[src/rtl/jpeg_pkg.sv]
// Shared JPEG entropy-path definitions: block size, zig-zag index type,
// bank state encoding and the zig-zag scan table.
package jpeg_pkg;

  localparam int BLK_N = 64;

  typedef logic [5:0] zz_idx_t;

  typedef enum logic [1:0] {
    BANK_EMPTY    = 2'd0,
    BANK_FILLING  = 2'd1,
    BANK_FULL     = 2'd2,
    BANK_DRAINING = 2'd3
  } bank_state_e;

  // Entry k is the raster address of the k-th coefficient in zig-zag order.
  localparam zz_idx_t ZZ_ORDER [BLK_N] = '{
    6'd0,  6'd1,  6'd8,  6'd16, 6'd9,  6'd2,  6'd3,  6'd10,
    6'd17, 6'd24, 6'd32, 6'd25, 6'd18, 6'd11, 6'd4,  6'd5,
    6'd12, 6'd19, 6'd26, 6'd33, 6'd40, 6'd48, 6'd41, 6'd34,
    6'd27, 6'd20, 6'd13, 6'd6,  6'd7,  6'd14, 6'd21, 6'd28,
    6'd35, 6'd42, 6'd49, 6'd56, 6'd57, 6'd50, 6'd43, 6'd36,
    6'd29, 6'd22, 6'd15, 6'd23, 6'd30, 6'd37, 6'd44, 6'd51,
    6'd58, 6'd59, 6'd52, 6'd45, 6'd38, 6'd31, 6'd39, 6'd46,
    6'd53, 6'd60, 6'd61, 6'd54, 6'd47, 6'd55, 6'd62, 6'd63
  };

endpackage

[src/rtl/zigzag_scan_if.sv]
// Coefficient stream bundle between the quantizer side, the zig-zag stage
// and the run-length coder. master drives raster input and the hold request;
// slave (the zig-zag stage) returns ready and the reordered stream.
interface zigzag_scan_if #(parameter int DW = 10);

  logic          in_valid;
  logic          in_ready;
  logic [DW-1:0] Y_in;
  logic [DW-1:0] Cr_in;
  logic [DW-1:0] Cb_in;
  logic          out_hold;
  logic [DW-1:0] Y_out;
  logic [DW-1:0] Cr_out;
  logic [DW-1:0] Cb_out;
  logic          data_valid;
  logic          block_first;
  logic          block_last;

  modport master (
    output in_valid, Y_in, Cr_in, Cb_in, out_hold,
    input  in_ready, Y_out, Cr_out, Cb_out, data_valid, block_first, block_last
  );

  modport slave (
    input  in_valid, Y_in, Cr_in, Cb_in, out_hold,
    output in_ready, Y_out, Cr_out, Cb_out, data_valid, block_first, block_last
  );

endinterface

[src/rtl/zigzag_bank_ram.sv]
// Simple dual-port RAM holding both ping-pong banks; the bank select is the
// address MSB. One synchronous write port, one synchronous read port.
module zigzag_bank_ram #(
  parameter int W  = 30,
  parameter int AW = 7
) (
  input  logic          clk,
  input  logic          wr_en,
  input  logic [AW-1:0] wr_addr,
  input  logic [W-1:0]  wr_data,
  input  logic          rd_en,
  input  logic [AW-1:0] rd_addr,
  output logic [W-1:0]  rd_data
);

  logic [W-1:0] mem [2**AW];

  // Write port: store one packed Y/Cr/Cb triple per accepted coefficient.
  always_ff @(posedge clk) begin
    if (wr_en) mem[wr_addr] <= wr_data;
  end

  // Read port: registered read, held when not enabled so a stalled reader keeps its data.
  always_ff @(posedge clk) begin
    if (rd_en) rd_data <= mem[rd_addr];
  end

endmodule

[src/rtl/zigzag_scan.sv]
// Zig-zag reorder stage: raster-order Y/Cr/Cb blocks are written into one of
// two banks and replayed in zig-zag order while the other bank fills.
module zigzag_scan
  import jpeg_pkg::*;
#(
  parameter int DW = 10,
  parameter int N  = BLK_N
) (
  input logic         clk,
  input logic         reset,
  zigzag_scan_if.slave bus
);

  localparam zz_idx_t LAST_IDX = zz_idx_t'(N - 1);

  bank_state_e bank_state     [2];
  bank_state_e bank_state_nxt [2];

  zz_idx_t wc;
  zz_idx_t rc;
  logic    wb;
  logic    rb;

  logic wr_open;
  logic wr_fire;
  logic rd_fire;

  logic rd_v;
  logic rd_first;
  logic rd_last;

  logic [3*DW-1:0] rd_data;

  // Handshake and read-issue decode from the current bank states.
  always_comb begin
    wr_open = (bank_state[wb] == BANK_EMPTY) || (bank_state[wb] == BANK_FILLING);
    wr_fire = bus.in_valid && wr_open;
    // A FULL bank is read in the same cycle it is claimed, so the first
    // zig-zag read overlaps the FULL -> DRAINING step and blocks chain gap-free.
    rd_fire = ((bank_state[rb] == BANK_FULL) || (bank_state[rb] == BANK_DRAINING))
              && !bus.out_hold;
  end

  assign bus.in_ready = wr_open;

  // Bank state next-state: writer and reader never act on the same bank
  // because they only touch disjoint states.
  always_comb begin
    bank_state_nxt[0] = bank_state[0];
    bank_state_nxt[1] = bank_state[1];
    if (wr_fire) begin
      bank_state_nxt[wb] = (wc == LAST_IDX) ? BANK_FULL : BANK_FILLING;
    end
    if (rd_fire) begin
      bank_state_nxt[rb] = (rc == LAST_IDX) ? BANK_EMPTY : BANK_DRAINING;
    end
  end

  // Bank state registers.
  always_ff @(posedge clk) begin
    if (reset) begin
      bank_state[0] <= BANK_EMPTY;
      bank_state[1] <= BANK_EMPTY;
    end else begin
      bank_state[0] <= bank_state_nxt[0];
      bank_state[1] <= bank_state_nxt[1];
    end
  end

  // Writer position: raster counter wraps into the other bank after the last coefficient.
  always_ff @(posedge clk) begin
    if (reset) begin
      wc <= '0;
      wb <= 1'b0;
    end else if (wr_fire) begin
      wc <= wc + 6'd1;
      if (wc == LAST_IDX) wb <= ~wb;
    end
  end

  // Reader position: zig-zag counter, frozen by out_hold, hands off to the other bank at the end.
  always_ff @(posedge clk) begin
    if (reset) begin
      rc <= '0;
      rb <= 1'b0;
    end else if (rd_fire) begin
      rc <= rc + 6'd1;
      if (rc == LAST_IDX) rb <= ~rb;
    end
  end

  zigzag_bank_ram #(
    .W  (3 * DW),
    .AW (7)
  ) u_ram (
    .clk     (clk),
    .wr_en   (wr_fire),
    .wr_addr ({wb, wc}),
    .wr_data ({bus.Y_in, bus.Cr_in, bus.Cb_in}),
    .rd_en   (rd_fire),
    .rd_addr ({rb, ZZ_ORDER[rc]}),
    .rd_data (rd_data)
  );

  // Flags travelling alongside the RAM read; frozen with the RAM data during a hold.
  always_ff @(posedge clk) begin
    if (reset) begin
      rd_v     <= 1'b0;
      rd_first <= 1'b0;
      rd_last  <= 1'b0;
    end else if (!bus.out_hold) begin
      rd_v     <= rd_fire;
      rd_first <= rd_fire && (rc == '0);
      rd_last  <= rd_fire && (rc == LAST_IDX);
    end
  end

  // Output registers: data holds through a pause while the qualifiers drop to 0.
  always_ff @(posedge clk) begin
    if (reset) begin
      bus.Y_out       <= '0;
      bus.Cr_out      <= '0;
      bus.Cb_out      <= '0;
      bus.data_valid  <= 1'b0;
      bus.block_first <= 1'b0;
      bus.block_last  <= 1'b0;
    end else if (bus.out_hold) begin
      bus.data_valid  <= 1'b0;
      bus.block_first <= 1'b0;
      bus.block_last  <= 1'b0;
    end else begin
      bus.data_valid  <= rd_v;
      bus.block_first <= rd_first;
      bus.block_last  <= rd_last;
      if (rd_v) begin
        {bus.Y_out, bus.Cr_out, bus.Cb_out} <= rd_data;
      end
    end
  end

endmodule

[src/flat_wrapper.sv]
// flat-port wrapper written by rule: the top's interface ports become plain ports
module zigzag_scan_flat import jpeg_pkg::*;
#(
  parameter int DW = 10,
  parameter int N  = BLK_N
)
  (clk, reset, bus_in_valid, bus_Y_in, bus_Cr_in, bus_Cb_in, bus_out_hold, bus_in_ready, bus_Y_out, bus_Cr_out, bus_Cb_out, bus_data_valid, bus_block_first, bus_block_last);
  zigzag_scan_if #(.DW(DW)) bus_i ();
  input logic clk;
  input logic reset;
  input wire logic [$bits(bus_i.in_valid)-1:0] bus_in_valid;
  input wire logic [$bits(bus_i.Y_in)-1:0] bus_Y_in;
  input wire logic [$bits(bus_i.Cr_in)-1:0] bus_Cr_in;
  input wire logic [$bits(bus_i.Cb_in)-1:0] bus_Cb_in;
  input wire logic [$bits(bus_i.out_hold)-1:0] bus_out_hold;
  output wire logic [$bits(bus_i.in_ready)-1:0] bus_in_ready;
  output wire logic [$bits(bus_i.Y_out)-1:0] bus_Y_out;
  output wire logic [$bits(bus_i.Cr_out)-1:0] bus_Cr_out;
  output wire logic [$bits(bus_i.Cb_out)-1:0] bus_Cb_out;
  output wire logic [$bits(bus_i.data_valid)-1:0] bus_data_valid;
  output wire logic [$bits(bus_i.block_first)-1:0] bus_block_first;
  output wire logic [$bits(bus_i.block_last)-1:0] bus_block_last;
  assign bus_i.in_valid = bus_in_valid;
  assign bus_i.Y_in = bus_Y_in;
  assign bus_i.Cr_in = bus_Cr_in;
  assign bus_i.Cb_in = bus_Cb_in;
  assign bus_i.out_hold = bus_out_hold;
  assign bus_in_ready = bus_i.in_ready;
  assign bus_Y_out = bus_i.Y_out;
  assign bus_Cr_out = bus_i.Cr_out;
  assign bus_Cb_out = bus_i.Cb_out;
  assign bus_data_valid = bus_i.data_valid;
  assign bus_block_first = bus_i.block_first;
  assign bus_block_last = bus_i.block_last;
  zigzag_scan #(.DW(DW), .N(N)) u_core (.clk(clk), .reset(reset), .bus(bus_i));
endmodule
[config.mk]
export PLATFORM = sky130hd
export DESIGN_NAME = zigzag_scan_flat
export DESIGN_NICKNAME = d
export VERILOG_FILES = /design/src/rtl/jpeg_pkg.sv /design/src/rtl/zigzag_scan_if.sv /design/src/rtl/zigzag_bank_ram.sv /design/src/rtl/zigzag_scan.sv /design/src/flat_wrapper.sv
export SDC_FILE = /design/constraint.sdc
export NUM_CORES = 2
export LEC_CHECK = 0
export ABC_AREA = 1
export CAP_MARGIN = 20
export CORE_MARGIN = 5
export CORE_UTILIZATION = 38
export DETAILED_ROUTE_END_ITERATION = 8
export PLACE_DENSITY = 0.62
export SETUP_SLACK_MARGIN = 0.02
export SLEW_MARGIN = 0
export SYNTH_ARGS = -nofsm -noshare
export SYNTH_HDL_FRONTEND = slang
export SYNTH_SLANG_ARGS = --single-unit
[constraint.sdc]
create_clock -name clk -period 7.3 [get_ports clk]
set_clock_uncertainty 0.1 [all_clocks]
set_input_delay 1.825 -clock clk [delete_from_list [all_inputs] [get_ports clk]]
set_output_delay 1.825 -clock clk [all_outputs]
set_load 0.01 [all_outputs]
Yosys cells after proc, flatten, opt, wreduce, memory -nomap -nowiden
Memory sizes are Yosys's and may differ from the RTL's. A register that Yosys moved wholly into a read port is not among the register bits.
Cells that the tools add are included.

word-level totals
  flip-flop bits (word level) = 50
  memory bits (writable) = 3844
  ROM bits = 384
  input port bits = 34
  output and inout port bits = 34
  word-level logic and storage cells = 74
  memories kept = 3

memory list
  name               depth  bits a word  rd ports  clocked after Yosys merged registers in  wr ports  RTL line               RTL
  u_core.u_ram.mem   128    30           1         1                                        1         zigzag_bank_ram.sv:16  logic [W-1:0] mem [2**AW];
  (no name shown)    64     6            1         0                                        0         zigzag_scan.sv:101     .rd_addr ({rb, ZZ_ORDER[rc]}),
  u_core.bank_state  2      2            4         2                                        2         zigzag_scan.sv:16      bank_state_e bank_state [2];

operators by class
  add/subtract/negate cells = 2
  order comparisons = 5
  equal/unequal tests = 5
  mux-type cells = 23
  bitwise operators = 8
  reduce and logical (&&, ||, !) cells = 15

operators by type and width
  cell                                                number
  adder 6 x 1 -> 6 bit, second input constant         2
  == test 6 bit, second input constant                2
  two-way mux 2 bit                                   6
  two-way mux 6 bit                                   2
  two-way mux 1 bit                                   9
  bitwise mux 4 bit                                   2
  two-way mux 4 bit                                   2
  >= comparator 7 bit, second input constant          1
  inverter 6 -> 7 bit                                 1
  logical AND 1 bit                                   6
  zero test 6 bit                                     1
  AND reduction 2 bit                                 3
  demux 2 bit (select 1 bit)                          2
  == test 2 bit, second input constant                2
  >= comparator 2 bit, second input constant          2
  < comparator 2 x 1 -> 1 bit, second input constant  2
  inverter 1 -> 2 bit                                 2
  inverter 1 bit                                      3
  == test 2 x 1 -> 1 bit, second input constant       1
  zero test 2 bit                                     1
  logical OR 1 bit                                    2
  bitwise OR 1 bit                                    2
  OR reduction 2 bit                                  1
  zero test 1 bit                                     1

Depth between registers and ports, before layout
  depth after elaboration = 10
  gate-level depth with buffers = 23
  depth with buffers taken out = 19

Cells and area by module
From an unflattened synthesis, not the netlist that was laid out.

unflattened totals
  cell total of the unflattened synthesis = 12975
  area total of the unflattened synthesis = 158070.4 um^2

modules (own cells, without submodules)
  module           times used  cells each  area an instance (um^2)  sequential area each (um^2)
  zigzag_bank_ram  1           12566       155302.7                 116211.5
  zigzag_scan      1           409         2767.7                   1081.0

Worst setup path before layout
OpenSTA, ideal clock, no wires.

  kind = input port to flip-flop
  start = input bus_out_hold
  end = memory u_core.bank_state[1][1] in the netlist's numbering
  library setup time = 0.126 ns
  arrival = 5.523 ns
  required time = 7.074 ns
  slack = 1.551 ns
  stages on the path = 6
  buffers on the path = 0
  cell sequence = nor3_1 inv_1 nor3_1 nand2_1 o21ai_0 nor2_1

RTL lines
  item             RTL line            RTL
  start, declared  flat_wrapper.sv:15  input wire logic [$bits(bus_i.out_hold)-1:0] bus_out_hold;
  end, declared    zigzag_scan.sv:16

Worst setup path after layout
  start = register u_core.rc[0]
  end = register u_core.u_ram.rd_data[1], read port of u_core.u_ram.mem, data pin

on the way
  word-level cells in the longest chain between the ends = 4

RTL lines
  item                                                  RTL line               RTL
  start, declared                                       zigzag_scan.sv:20      zz_idx_t rc;
  start signal, assigned                                zigzag_scan.sv:87      rc <= rc + 6'd1;
  inverter 6 -> 7 bit (implied by the code)             zigzag_scan.sv:101
  memory (64 x 6 bit)                                   -
  two-way mux 6 bit (implied by the code) (2 in a row)  zigzag_scan.sv:101
  end, declared                                         zigzag_bank_ram.sv:13  output logic [W-1:0] rd_data

Every way passes these cells. The select of a mux whose other input is x is not followed.
A chain may end at the register's enable or synchronous reset.

==> impl_metrics.tcl <==
set metrics [dict create \
    regToRegEndpoint "u_core.u_ram.rd_data[1]$_DFFE_PP_" \
    gpl_congestion 0.887 \
    placementRows 237 \
    max-clock-path-buffers 4 \
    routed-wl-met3_um 48800 \
    final_common_cell "sky130_fd_sc_hd__nand3_1" \
    holdPathEnd "u_core.bus.block_last$_SDFF_PP0_" \
    number_of_global_route_vias_before_repair 98400 \
    rsz0062_at_grt "no" \
    numClockSinks 3924 \
    end_kind "flip-flop" \
    run_status "finished, final reports clean" \
    ir_worst_vdd_mv 0.225 \
    nNetsFinal 12900 \
    post_detailed_route_wirelength_per_cell_um 25.5 \
    finalSetupViolCount 0 \
    final_hold_viol_count 0 \
    post_synth_cell_types 35 \
    final_routed_wirelength_across_all_metal_layers_um 477000 \
    antenna_found_initial 21 \
    final_max_slew_viol_count 0 \
    cts_htree_levels 5 \
    reg2reg_slack_ns 1.58 \
    start_util 0.381 \
    hold_class "flip-flop to flip-flop" \
    post_syn_area_um2 158000 \
    post_route_cells_drive_above_1_share 0.0803 \
    ff_latch_count_synth 3924 \
    yosys.area.top_type_share 0.735 \
    worst_setup_hold_path_clk_slew_ns 0.06 \
    cts_setup_buffers 0 \
    power_total_mw 45.5 \
    dieHeight_um 655 \
    leakagePower_nw 60.0 \
    worst-endpoint-required_ns 7.91 \
    post-dp-hpwl_um 258000 \
    critical_path.max_fanout 107 \
    final.min_clock_period_ns 5.72 \
    grt_overflow 0 \
    critPathArrivalTime_ns 6.33 \
    cellPowerDensity_nw_per_um2 254 \
    cts_resized 0 \
    grt_pass1_wl_um 686000 \
    grtUsageTotal 0.214 \
    postCtsHoldBufs 0 \
    clock_tree.root_cell "sky130_fd_sc_hd__clkbuf_16" \
    tightestPinTransition_ns 1.29 \
    crit_type "flip-flop to flip-flop" \
    firstDrtPassIters 8 \
    chipWidth_um 655 \
    fmax_mhz 175 \
    setup.worst_path.start_class "flip-flop" \
    cts_buffers 396 \
    syn2layout_area_growth_pct 13.0 \
    synth-seq-area-share 0.741 \
    ios 68 \
    synthCells 13000 \
    syn-mean-instance-area_um2 12.2 \
    num-fill-cells 37400 \
    highest-signal-layer "met5" \
    timing.rr.start "u_core.rc[0]$_SDFFE_PP0P_" \
    synth_top_cells_by_area "sky130_fd_sc_hd__edfxtp_1, sky130_fd_sc_hd__nand3_1, sky130_fd_sc_hd__nand2_1" \
    cap_violations 0 \
    synthesis.yosys.warnings 0 \
    postRouteAntennaNets 0 \
    hold_path_startpoint "u_core.rd_last$_SDFFE_PP0N_" \
    dieArea_um2 429000 \
    worstSkewPairLatency_ns 0.97 \
    synth_top_area_cell "sky130_fd_sc_hd__edfxtp_1" \
    drt_iter0_markers 14800 \
    layout_worst_path_cycle_share 0.784 \
    viasPerCell 5.65 \
    min_delay_path_depth 2 \
    drcViolationCount 0 \
    r2r_cells 18 \
    syn_nets 13100 \
    core_um2 416000 \
    numPortBuffers 67 \
    layout_common_cells "sky130_fd_sc_hd__nand3_1, sky130_fd_sc_hd__edfxtp_1, sky130_fd_sc_hd__nand2_1" \
    via_count 106000 \
    tritoncts_clock_tree "built" \
    storage_element_area_um2 117000 \
    met2_wirelength_um 214000 \
    worst_slew_margin_rel 0.134 \
    multi_input_area_um2 37500 \
    grt_max_degree 156 \
    setup_tns_ns 0 \
    wl_met1_um 191000 \
]
-- Yosys cell counts, drive strengths merged --
cell type	number
a2111oi	1
a21oi	23
a221oi	1
a31oi	1
buf	671
clkbuf	270
clkinv	3
dfxtp	54
edfxtp	3870
ha	16
inv	45
mux2i	1
nand2	3275
nand3	4492
nand4	7
nor2	217
nor3	5
nor3b	1
nor4	1
o211ai	1
o21a	1
o21ai	55
o221ai	1
o22ai	1
o2bb2ai	1
-- state kept, by name, summed over array words and instances (netlist names), named ones only --
| name | count |
|---|---|
| u_core.bus.Cr_out | 10 |
| u_core.u_ram.mem | 3840 |
| u_core.bus.block_first | 1 |
| u_core.rc | 6 |
| u_core.bank_state | 2 |
| u_core.rd_last | 1 |
| u_core.bus.data_valid | 1 |
| u_core.rd_first | 1 |
| u_core.rb | 1 |
| u_core.u_ram.rd_data | 30 |
| u_core.bus.block_last | 1 |
| u_core.bus.Cb_out | 10 |
| u_core.wb | 1 |
| u_core.rd_v | 1 |
| u_core.bus.Y_out | 10 |
| u_core.wc | 6 |
-- stage by stage --
| stage | util | cells | setup WS (ns) | area [um^2] | hold slack (ns) |
|---|---|---|---|---|---|
| after CTS | 0.429 | 18700 | 1.71 | 179000 | 0.326 |
| after detailed placement | 0.399 | 18000 | 1.34 | 166000 | 0.318 |
| after global placement | 0.398 | 17900 | 1.35 | 166000 | 0.316 |
| final | 0.430 | 18700 | 1.58 | 179000 | 0.328 |
| after floorplan | - | 13000 | 1.55 | 158000 | 0.308 |
| after global routing | 0.430 | 18700 | 1.29 | 179000 | 0.340 |
-- kinds of logic after synthesis --
| group | count (synthesis) | synth area share |
|---|---|---|
| AND/OR/NAND/NOR | 7998 | 0.226 |
| flip-flops | 3924 | 0.741 |
| buffers and inverters | 989 | 0.0287 |
| AO/OA/AOI/OAI | 86 | 0.00289 |
| adder cells (fa/ha/maj) | 16 | 0.00127 |
| multiplexers | 1 | 0.0000633 |
-- power by group --
part / leakage, nW / switching, mW / internal, mW
logic: 18.6 / 0.661 / 0.0661
clock network: 6.20 / 8.64 / 11.3
registers: 35.2 / 0.00841 / 24.8
total: 60.0 / 9.31 / 36.2
-- per-layer routing --
layer / track usage / vias to the layer above
met5: 0 / -
met4: 0.0931 / 4
met3: 0.0432 / 858
met2: 0.326 / 5411
met1: 0.299 / 52600
li1: - / 46800
-- cell type report --
cell class | count | area share
inverter | 48 | 0.00112
clock buffer | 494 | 0.0586
clock inverter | 228 | 0.0121
sequential | 3924 | 0.656
multi-input combinational | 8101 | 0.210
timing repair buffer | 394 | 0.0241
tap | 5497 | 0.0385
antenna | 8 | 0.000112
-- how the worst max path moves through the flow --
stage	startpoint	to	slack, ns	depth (start not counted)
3_5_place_dp	bus_in_valid	u_core.u_ram.mem[69][13]$_DFFE_PP_	1.34	6
2_1_floorplan	bus_out_hold	u_core.bank_state[1][1]$_SDFF_PP0_	1.55	6
5_1_grt	u_core.rc[0]$_SDFFE_PP0P_	u_core.u_ram.rd_data[1]$_DFFE_PP_	1.29	18
3_3_place_gp	bus_in_valid	u_core.u_ram.mem[69][3]$_DFFE_PP_	1.35	6
6_report	u_core.rc[0]$_SDFFE_PP0P_	u_core.u_ram.rd_data[1]$_DFFE_PP_	1.58	18
4_1_cts	u_core.rc[0]$_SDFFE_PP0P_	u_core.u_ram.rd_data[28]$_DFFE_PP_	1.71	17
-- critical path, stage by stage (launching register included) --
cell and delay [ns]:
sky130_fd_sc_hd__dfxtp_1 0.58, sky130_fd_sc_hd__inv_1 0.31, sky130_fd_sc_hd__ha_1 0.41, sky130_fd_sc_hd__nand2_1 0.08, sky130_fd_sc_hd__nand2_1 0.10, sky130_fd_sc_hd__nand2_1 0.12
sky130_fd_sc_hd__nand3_1 0.18, sky130_fd_sc_hd__nand2_8 0.60, sky130_fd_sc_hd__nand2_8 0.65, sky130_fd_sc_hd__buf_12 0.41, sky130_fd_sc_hd__buf_4 0.27, sky130_fd_sc_hd__nand2_1 0.10
sky130_fd_sc_hd__nand3_1 0.09, sky130_fd_sc_hd__nand3_1 0.10, sky130_fd_sc_hd__nand3_1 0.09, sky130_fd_sc_hd__nand3_1 0.26, sky130_fd_sc_hd__nand3_1 0.29, sky130_fd_sc_hd__nand3_1 0.51
sky130_fd_sc_hd__nand2_1 0.09
No activity file was read; power rests on OpenSTA's default activity.
